===== src/rtl/uart_rx_core.sv =====
// UART receive core: 2-flop input synchronizer plus an oversampling frame FSM.
// A frame is start, 8 data bits LSB-first, even parity, an optional CRC-8 byte
// and a stop bit. Each bit is sampled mid-bit. Every completed frame updates
// data_o and the error flags and pulses rx_int_o for one cycle.
module uart_rx_core #(
  parameter int unsigned OVERSAMPLE = 16
) (
  input  logic       clk_i,
  input  logic       rst_i,
  input  logic       rx_i,
  input  logic       tick_i,
  input  logic       crc_en_i,
  output logic [7:0] data_o,
  output logic       parity_err_o,
  output logic       crc_err_o,
  output logic       frame_err_o,
  output logic       busy_o,
  output logic       rx_int_o
);

  localparam int unsigned CntW = (OVERSAMPLE > 1) ? $clog2(OVERSAMPLE) : 1;
  localparam logic [CntW-1:0] HalfLast = CntW'(OVERSAMPLE / 2 - 1);
  localparam logic [CntW-1:0] FullLast = CntW'(OVERSAMPLE - 1);

  typedef enum logic [2:0] {StIdle, StStart, StData, StParity, StCrc, StStop} state_e;

  state_e          state_q, state_d;
  logic [1:0]      sync_q;
  logic            rxs;
  logic [CntW-1:0] cnt_q, cnt_d, cnt_adv;
  logic [2:0]      bit_q, bit_d;
  logic [7:0]      shift_q, shift_d;
  logic [7:0]      crc_rx_q, crc_rx_d;
  logic            par_q, par_d;
  logic            crc_en_q, crc_en_d;
  logic [7:0]      data_q, data_d;
  logic            perr_q, perr_d;
  logic            cerr_q, cerr_d;
  logic            ferr_q, ferr_d;
  logic            rx_int_q, rx_int_d;
  logic            sample;

  // CRC-8, poly 0x07, init 0x00, data fed MSB-first.
  function automatic logic [7:0] crc8(input logic [7:0] d);
    logic [7:0] c;
    c = 8'h00;
    for (int i = 7; i >= 0; i--) begin
      if (c[7] ^ d[i]) c = {c[6:0], 1'b0} ^ 8'h07;
      else             c = {c[6:0], 1'b0};
    end
    return c;
  endfunction

  assign rxs     = sync_q[1];
  // Mid-bit counter for the post-start states: wraps every OVERSAMPLE ticks.
  assign cnt_adv = !tick_i ? cnt_q : ((cnt_q == FullLast) ? '0 : cnt_q + CntW'(1));
  assign sample  = tick_i && (cnt_q == FullLast);

  // Two-flop synchronizer for the asynchronous line, idles high.
  always_ff @(posedge clk_i) begin
    if (rst_i) sync_q <= 2'b11;
    else       sync_q <= {sync_q[0], rx_i};
  end

  // Next-state and datapath decisions for the frame FSM.
  always_comb begin
    state_d  = state_q;
    cnt_d    = cnt_q;
    bit_d    = bit_q;
    shift_d  = shift_q;
    crc_rx_d = crc_rx_q;
    par_d    = par_q;
    crc_en_d = crc_en_q;
    data_d   = data_q;
    perr_d   = perr_q;
    cerr_d   = cerr_q;
    ferr_d   = ferr_q;
    rx_int_d = 1'b0;
    case (state_q)
      StIdle: begin
        if (!rxs) begin
          state_d = StStart;
          cnt_d   = '0;
        end
      end
      StStart: begin
        if (tick_i) begin
          if (cnt_q == HalfLast) begin
            cnt_d = '0;
            if (!rxs) begin
              state_d  = StData;
              crc_en_d = crc_en_i;
              bit_d    = 3'd0;
            end else begin
              // Line went back high before mid-start: a glitch, not a frame.
              state_d = StIdle;
            end
          end else begin
            cnt_d = cnt_q + CntW'(1);
          end
        end
      end
      StData: begin
        cnt_d = cnt_adv;
        if (sample) begin
          shift_d[bit_q] = rxs;
          bit_d          = bit_q + 3'd1;
          if (bit_q == 3'd7) state_d = StParity;
        end
      end
      StParity: begin
        cnt_d = cnt_adv;
        if (sample) begin
          par_d   = rxs;
          bit_d   = 3'd0;
          state_d = crc_en_q ? StCrc : StStop;
        end
      end
      StCrc: begin
        cnt_d = cnt_adv;
        if (sample) begin
          crc_rx_d[bit_q] = rxs;
          bit_d           = bit_q + 3'd1;
          if (bit_q == 3'd7) state_d = StStop;
        end
      end
      StStop: begin
        cnt_d = cnt_adv;
        if (sample) begin
          data_d   = shift_q;
          perr_d   = par_q != (^shift_q);
          cerr_d   = crc_en_q && (crc_rx_q != crc8(shift_q));
          ferr_d   = !rxs;
          rx_int_d = 1'b1;
          state_d  = StIdle;
        end
      end
      default: state_d = StIdle;
    endcase
  end

  // State and result registers; reset aborts any frame without a pulse.
  always_ff @(posedge clk_i) begin
    if (rst_i) begin
      state_q  <= StIdle;
      cnt_q    <= '0;
      bit_q    <= 3'd0;
      shift_q  <= 8'h00;
      crc_rx_q <= 8'h00;
      par_q    <= 1'b0;
      crc_en_q <= 1'b0;
      data_q   <= 8'h00;
      perr_q   <= 1'b0;
      cerr_q   <= 1'b0;
      ferr_q   <= 1'b0;
      rx_int_q <= 1'b0;
    end else begin
      state_q  <= state_d;
      cnt_q    <= cnt_d;
      bit_q    <= bit_d;
      shift_q  <= shift_d;
      crc_rx_q <= crc_rx_d;
      par_q    <= par_d;
      crc_en_q <= crc_en_d;
      data_q   <= data_d;
      perr_q   <= perr_d;
      cerr_q   <= cerr_d;
      ferr_q   <= ferr_d;
      rx_int_q <= rx_int_d;
    end
  end

  assign data_o       = data_q;
  assign parity_err_o = perr_q;
  assign crc_err_o    = cerr_q;
  assign frame_err_o  = ferr_q;
  assign busy_o       = (state_q != StIdle);
  assign rx_int_o     = rx_int_q;

endmodule


===== config.mk =====
export PLATFORM = sky130hd
export DESIGN_NAME = uart_rx_core
export DESIGN_NICKNAME = d
export VERILOG_FILES = /design/src/rtl/uart_rx_core.sv
export SDC_FILE = /design/constraint.sdc
export NUM_CORES = 1
export LEC_CHECK = 0
export ABC_AREA = 1
export CORE_MARGIN = 4
export CORE_UTILIZATION = 40
export DETAILED_ROUTE_END_ITERATION = 8
export DONT_BUFFER_PORTS = 1
export GPL_TIMING_DRIVEN = 1
export PLACE_DENSITY = 0.56
export SLEW_MARGIN = 40
export SYNTH_ARGS = -nofsm -noshare
export SYNTH_HDL_FRONTEND = slang
export SYNTH_SLANG_ARGS = --single-unit

===== constraint.sdc =====
create_clock -name clk_i -period 3.35 [get_ports clk_i]
set_input_delay 0.67 -clock clk_i [delete_from_list [all_inputs] [get_ports clk_i]]
set_output_delay 0.67 -clock clk_i [all_outputs]
set_load 0.03 [all_outputs]

==> qor.txt, run 1 <==
layout cell share with drive strength beyond 1: 9.04%
DR DRC count: 0
Iter 0 DRT Violations: 99
die height: 83.1 um
Nets: 340
H-Tree Depth: 2
ranking of synthesized cells by area: dfxtp_1 37%, nand2_1 14%, a21oi_1 7.8%
cells after synthesis: 331
top cell type's share of synthesized area: 37.2%
Critical Path Sink Type: register
HP Class: reg2reg
Yosys reg bits: 42
Post-synth EDFFs: 0
vias in the first global route: 1893
DPL Wire Length: 3840 um
global-route wire length before repair: 8540 um
Max Slew Vio Count: 0
largest net degree at the start of global routing: 22
Seq/Total Area, Yosys: 37.2%
worst-path fanout max: 12
Clk Latency, worst-skew pair: 0.29 ns
final hold viol count: 0
vias post-DR: 2005
Tmin final: 1.94 ns
final period utilization: 57.8%
number of max-cap violations: 0
Max IR drop VDD: 364 uV
RSZ-0062 raised after global routing: false
Port Buffers: 0
most frequent cells after synthesis: 87 x nand2_1, 42 x dfxtp_1, 35 x a21oi_1
Slew headroom: 51.2%
final setup vio count: 0
crit path DAT: 2.12 ns
power density over the cells: 483 nW/um^2
WL/cell: 12.2 um
Root Driver: clkbuf_8
ant diodes: 0
Clock Tree Buf Depth: 2
syn_area_per_cell: 6.82 um^2
Synth-to-Final Area Change: 6.76%
P_leak: 0.000994 uW
dominant cell type by area after synthesis: dfxtp_1
CORE AREA: 5510 um^2
crit path launch type: register
outcome: complete, no violations
first-pass detailed-route iteration total: 4
final clock skew: 0.00845 ns
CTS tree: built
placed cell area: 2320 um^2
worst slew pin tran: 0.731 ns
hold_buf cts: 0
clk sinks: 42
IO Count: 18
Worst Path Required: 3.53 ns
vias per cell: 4.96
Netlist cell types: 34
most common flop cell mapped by yosys: dfxtp_1
worst setup path class: reg2reg
full die area: 6910 um^2
ANT nets after route: 0
Mapped Nets: 340
Clk pin slew, worst setup/hold paths: 0.08 ns
FFs w/ async S/R, synth: 0%
most frequent cell after synthesis: nand2_1
Initial Utilization: 41.0%
Site Rows: 27
Die Width: 83.1 um
Routability Congestion: 0.856
CTS buffer count: 5
setup bufs post-CTS: 0
Final Cell Area: 2410 um^2
warnings from Yosys: 0
initial antenna violation count: 0
Max Fclk: 0.517 GHz
Post-Synthesis Cell Area: 2260 um^2
GRT Resource Usage Total: 15.0%
setup TNS: 0 ns
GRT overflow: 0
Resize count post-CTS: 0
final wirelength: 4950 um
==> per-layer routing <==
metal / routed length (um) / part of all wire [%] / vias up / GRT usage (%)
met2: 2380 / 48 / 26 / 25.6
met1: 2310 / 47 / 893 / 18.3
li1: - / - / 1078 / -
met5: 0 / 0 / - / 0
met4: 99 / 2.0 / 0 / 6.09
met3: 149 / 3.0 / 8 / 3.08
==> critical path, stage by stage, from the launching register on <==
cell	delay, ns
dfxtp_1	0.37
ha_1	0.17
nand2_1	0.10
nor2_1	0.13
nand2_2	0.12
nor2_1	0.55
nand2_1	0.14
o21ai_0	0.18
a21oi_1	0.06
==> power breakdown <==
group,leakage (uW),switching [uW],internal (uW)
registers,0.000340,26.7,521
logic,0.000607,192,93.0
clock network,0.0000482,165,166
total,0.000994,384,780
==> path summary, 6_finish.rpt <==
kind,slack (ns),start,to,cells past startpoint
worst max-delay path,1.41,cnt_q[0],crc_rx_q[3],8
worst min-delay path,0.41,sync_q[0],sync_q[1],1
worst max register to register,1.41,cnt_q[0],crc_rx_q[3],8
worst min register to register,0.41,sync_q[0],sync_q[1],1
==> state kept, by name (all words and copies together), names as in the netlist <==
register and flops:
sync_q 2, state_q 3, crc_en_q 1, parity_err_o 1, frame_err_o 1, cnt_q 4, shift_q 8, crc_rx_q 8
bit_q 3, rx_int_o 1, par_q 1, crc_err_o 1, data_o 8
==> cell families after synthesis <==
logic type	share of synthesized area (%)
xor+xnor	4.60
flops	37.2
buf+inv	8.09
compound gates	16.3
fa+ha+maj	2.22
simple gates	31.1
mux	0.443
==> layout by cell type, fill, tap and decap left out, types with 5 or more instances in the layout <==
| master | n |
|---|---|
| dfxtp_1 | 42 |
| nand2_2 | 5 |
| nor2_1 | 19 |
| nand2_1 | 87 |
| nor3_1 | 10 |
| inv_1 | 34 |
| a21oi_1 | 35 |
| o21ai_0 | 28 |
| xor2_1 | 6 |
| clkbuf_8 | 6 |
| nand3_1 | 18 |
==> through the flow <==
stage / utilization [%] / setup slack, ns / cells / total power [uW] / hold WS (ns)
floorplan: - / 1.82 / 331 / 790 / 0.389
global placement: 42.1 / 1.44 / 396 / 839 / 0.395
detailed placement: 42.1 / 1.42 / 396 / 841 / 0.399
CTS: 43.8 / 1.41 / 404 / 1180 / 0.419
global route: 43.8 / 1.12 / 404 / 1240 / 0.415
finish: 43.8 / 1.41 / 404 / 1160 / 0.414
==> layout make-up <==
class                   count  area (um^2)
flip-flops and latches     42          841
multi-input cells         243         1230
clock inverters             1         5.00
fillers                   589         3100
inverters                  37          139
clock buffers               7         86.3
repair buffers              2         15.0
well taps                  72         90.1
Power figures use the tool's default switching activity.
==> inputs of run 2 (changes only) <==
- PLACE_DENSITY: 0.56 -> 0.58
- clock period: 3.35 -> 1.6 ns (I/O delays scaled with it)
==> run 2 against run 1 <==
  * Final area grew 13%
  * Clock skew grew 0.00099 ns
  * Clock power grew 91%
  * Power grew 120%
  * Cell count grew 5.9%
  * Sequential share of layout area shrank 3.7 points
  * Critical path type unchanged
  * Largest power group unchanged
==> qor.txt, run 2 (synthesis gave the netlist of run 1 again) <==
outcome: complete, no violations
worst setup path class: reg2reg
power density over the cells: 959 nW/um^2
first-pass detailed-route iteration total: 4
ANT nets after route: 0
GRT overflow: 0
final clock skew: 0.00944 ns
number of max-cap violations: 0
WHS: 0.0823 ns
DR DRC count: 0
final setup vio count: 0
Clk pin slew, worst setup/hold paths: 0.08 ns
CP delay by family, top: simple AND/OR/NAND/NOR gates
Slew headroom: 72.3%
WL/cell: 12.3 um
RSZ-0062 raised after global routing: true
full die area: 6910 um^2
Clock Tree Buf Depth: 2
Iter 0 DRT Violations: 98
CP dominant cell by count: nand2_4
cells along the critical path: ha_4 -> nand2_4 -> nor2_4 -> nand2_4 -> nor3_4 -> buf_6 -> inv_6 -> buf_4 -> nand2_1 -> a21oi_2
global-route wire length before repair: 8740 um
layout cell share with drive strength beyond 1: 21.9%
Critical-path top delay cell: dfxtp_2
P_leak: 0.00116 uW
largest net degree at the start of global routing: 20
IO Count: 18
GRT Resource Usage Total: 15.3%
Fill cells: 556
Die Width: 83.1 um
final core utilization: 49.4%
CP max stage delay: 0.35 ns
Synth-to-Final Area Change: 20.4%
CTS tree: built
worst-path fanout max: 7
final wirelength: 5280 um
die height: 83.1 um
crit path DAT: 1.76 ns
most frequent cells in the layout: 82 x nand2_1, 37 x dfxtp_1, 33 x a21oi_1
Max Slew Vio Count: 0
DP Worst Slack: -0.0485 ns
Site Rows: 27
slack of the critical path: 0.0241 ns
CTS buffer count: 5
Root Driver: clkbuf_8
HP Class: in2reg
crit path launch type: register
hold_buf cts: 0
worst slew pin tran: 0.412 ns
Max IR drop VDD: 863 uV
vias post-DR: 2129
DPL Wire Length: 3970 um
CORE AREA: 5510 um^2
non-filler cells in the finished layout: 428
Port Buffers: 0
ant diodes: 0
placed insts: 417
Initial Utilization: 41.0%
Critical Path Sink Type: register
Bufs and invs on worst path: 3
Routability Congestion: 0.885
final hold viol count: 0
H-Tree Depth: 2
vias in the first global route: 1942
Worst Path Required: 1.78 ns
clk sinks: 42
Clk Latency, worst-skew pair: 0.29 ns
initial antenna violation count: 0
Nets: 365
most common cell after layout, fill and taps aside: nand2_1
Tmin final: 1.58 ns
Max Fclk: 0.635 GHz
final period utilization: 98.5%
vias per cell: 4.97
[run 2: changes by cell type in the layout (fill, tap and decap cells not counted), sizes merged]
cell,delta
clkinv,+1
buf,+25
clkbuf,-2
[run 2: path summary, 6_finish.rpt]
path | startpoint | endpoint | slack [ns] | cells after the start
setup reg to reg | cnt_q[1] | crc_err_o | 0.02 | 10
hold / removal | rst_i | shift_q[4] | 0.08 | 1
setup / recovery | cnt_q[1] | crc_err_o | 0.02 | 10
hold reg to reg | sync_q[0] | sync_q[1] | 0.41 | 1
[run 2: power breakdown]
group	switching, uW	internal, uW	total [uW]
Sequential	45.9	1090	1140
Combinational	509	325	835
Clock	340	293	633
[run 2: layout make-up]
class                   instances  area (um^2)  area share [%]
repair buffers                 27          210            7.73
multi-input cells             243         1350            49.6
inverters                      37          144            5.29
well taps                      72         90.1            3.31
flip-flops and latches         42          847            31.2
clock buffers                   5         68.8            2.53
clock inverters                 2         10.0           0.368
[run 2: per-layer routing]
| metal | global-route usage, % | up-vias | share of wire, % |
|---|---|---|---|
| met5 | 0 | - | 0 |
| met4 | 8.62 | 0 | 2.8 |
| met3 | 2.88 | 12 | 3.0 |
| met2 | 25.7 | 29 | 49 |
| met1 | 18.2 | 960 | 45 |
| li1 | - | 1128 | - |
[run 2: timing repair]
action	CTS	global route
resized for setup	4	38
pin swaps	2	8
setup endpoints to repair	5	29
buffers inserted	0	4
[run 2: metrics by stage]
| step | TNS [ns] | power (uW) | cell area [um^2] |
|---|---|---|---|
| finish | 0 | 2610 | 2720 |
| global route | -0.270 | 2780 | 2720 |
| CTS | 0 | 2530 | 2570 |
| detailed placement | -0.0776 | 1880 | 2480 |
| global placement | 0 | 1870 | 2480 |
| floorplan | 0 | 1650 | 2260 |
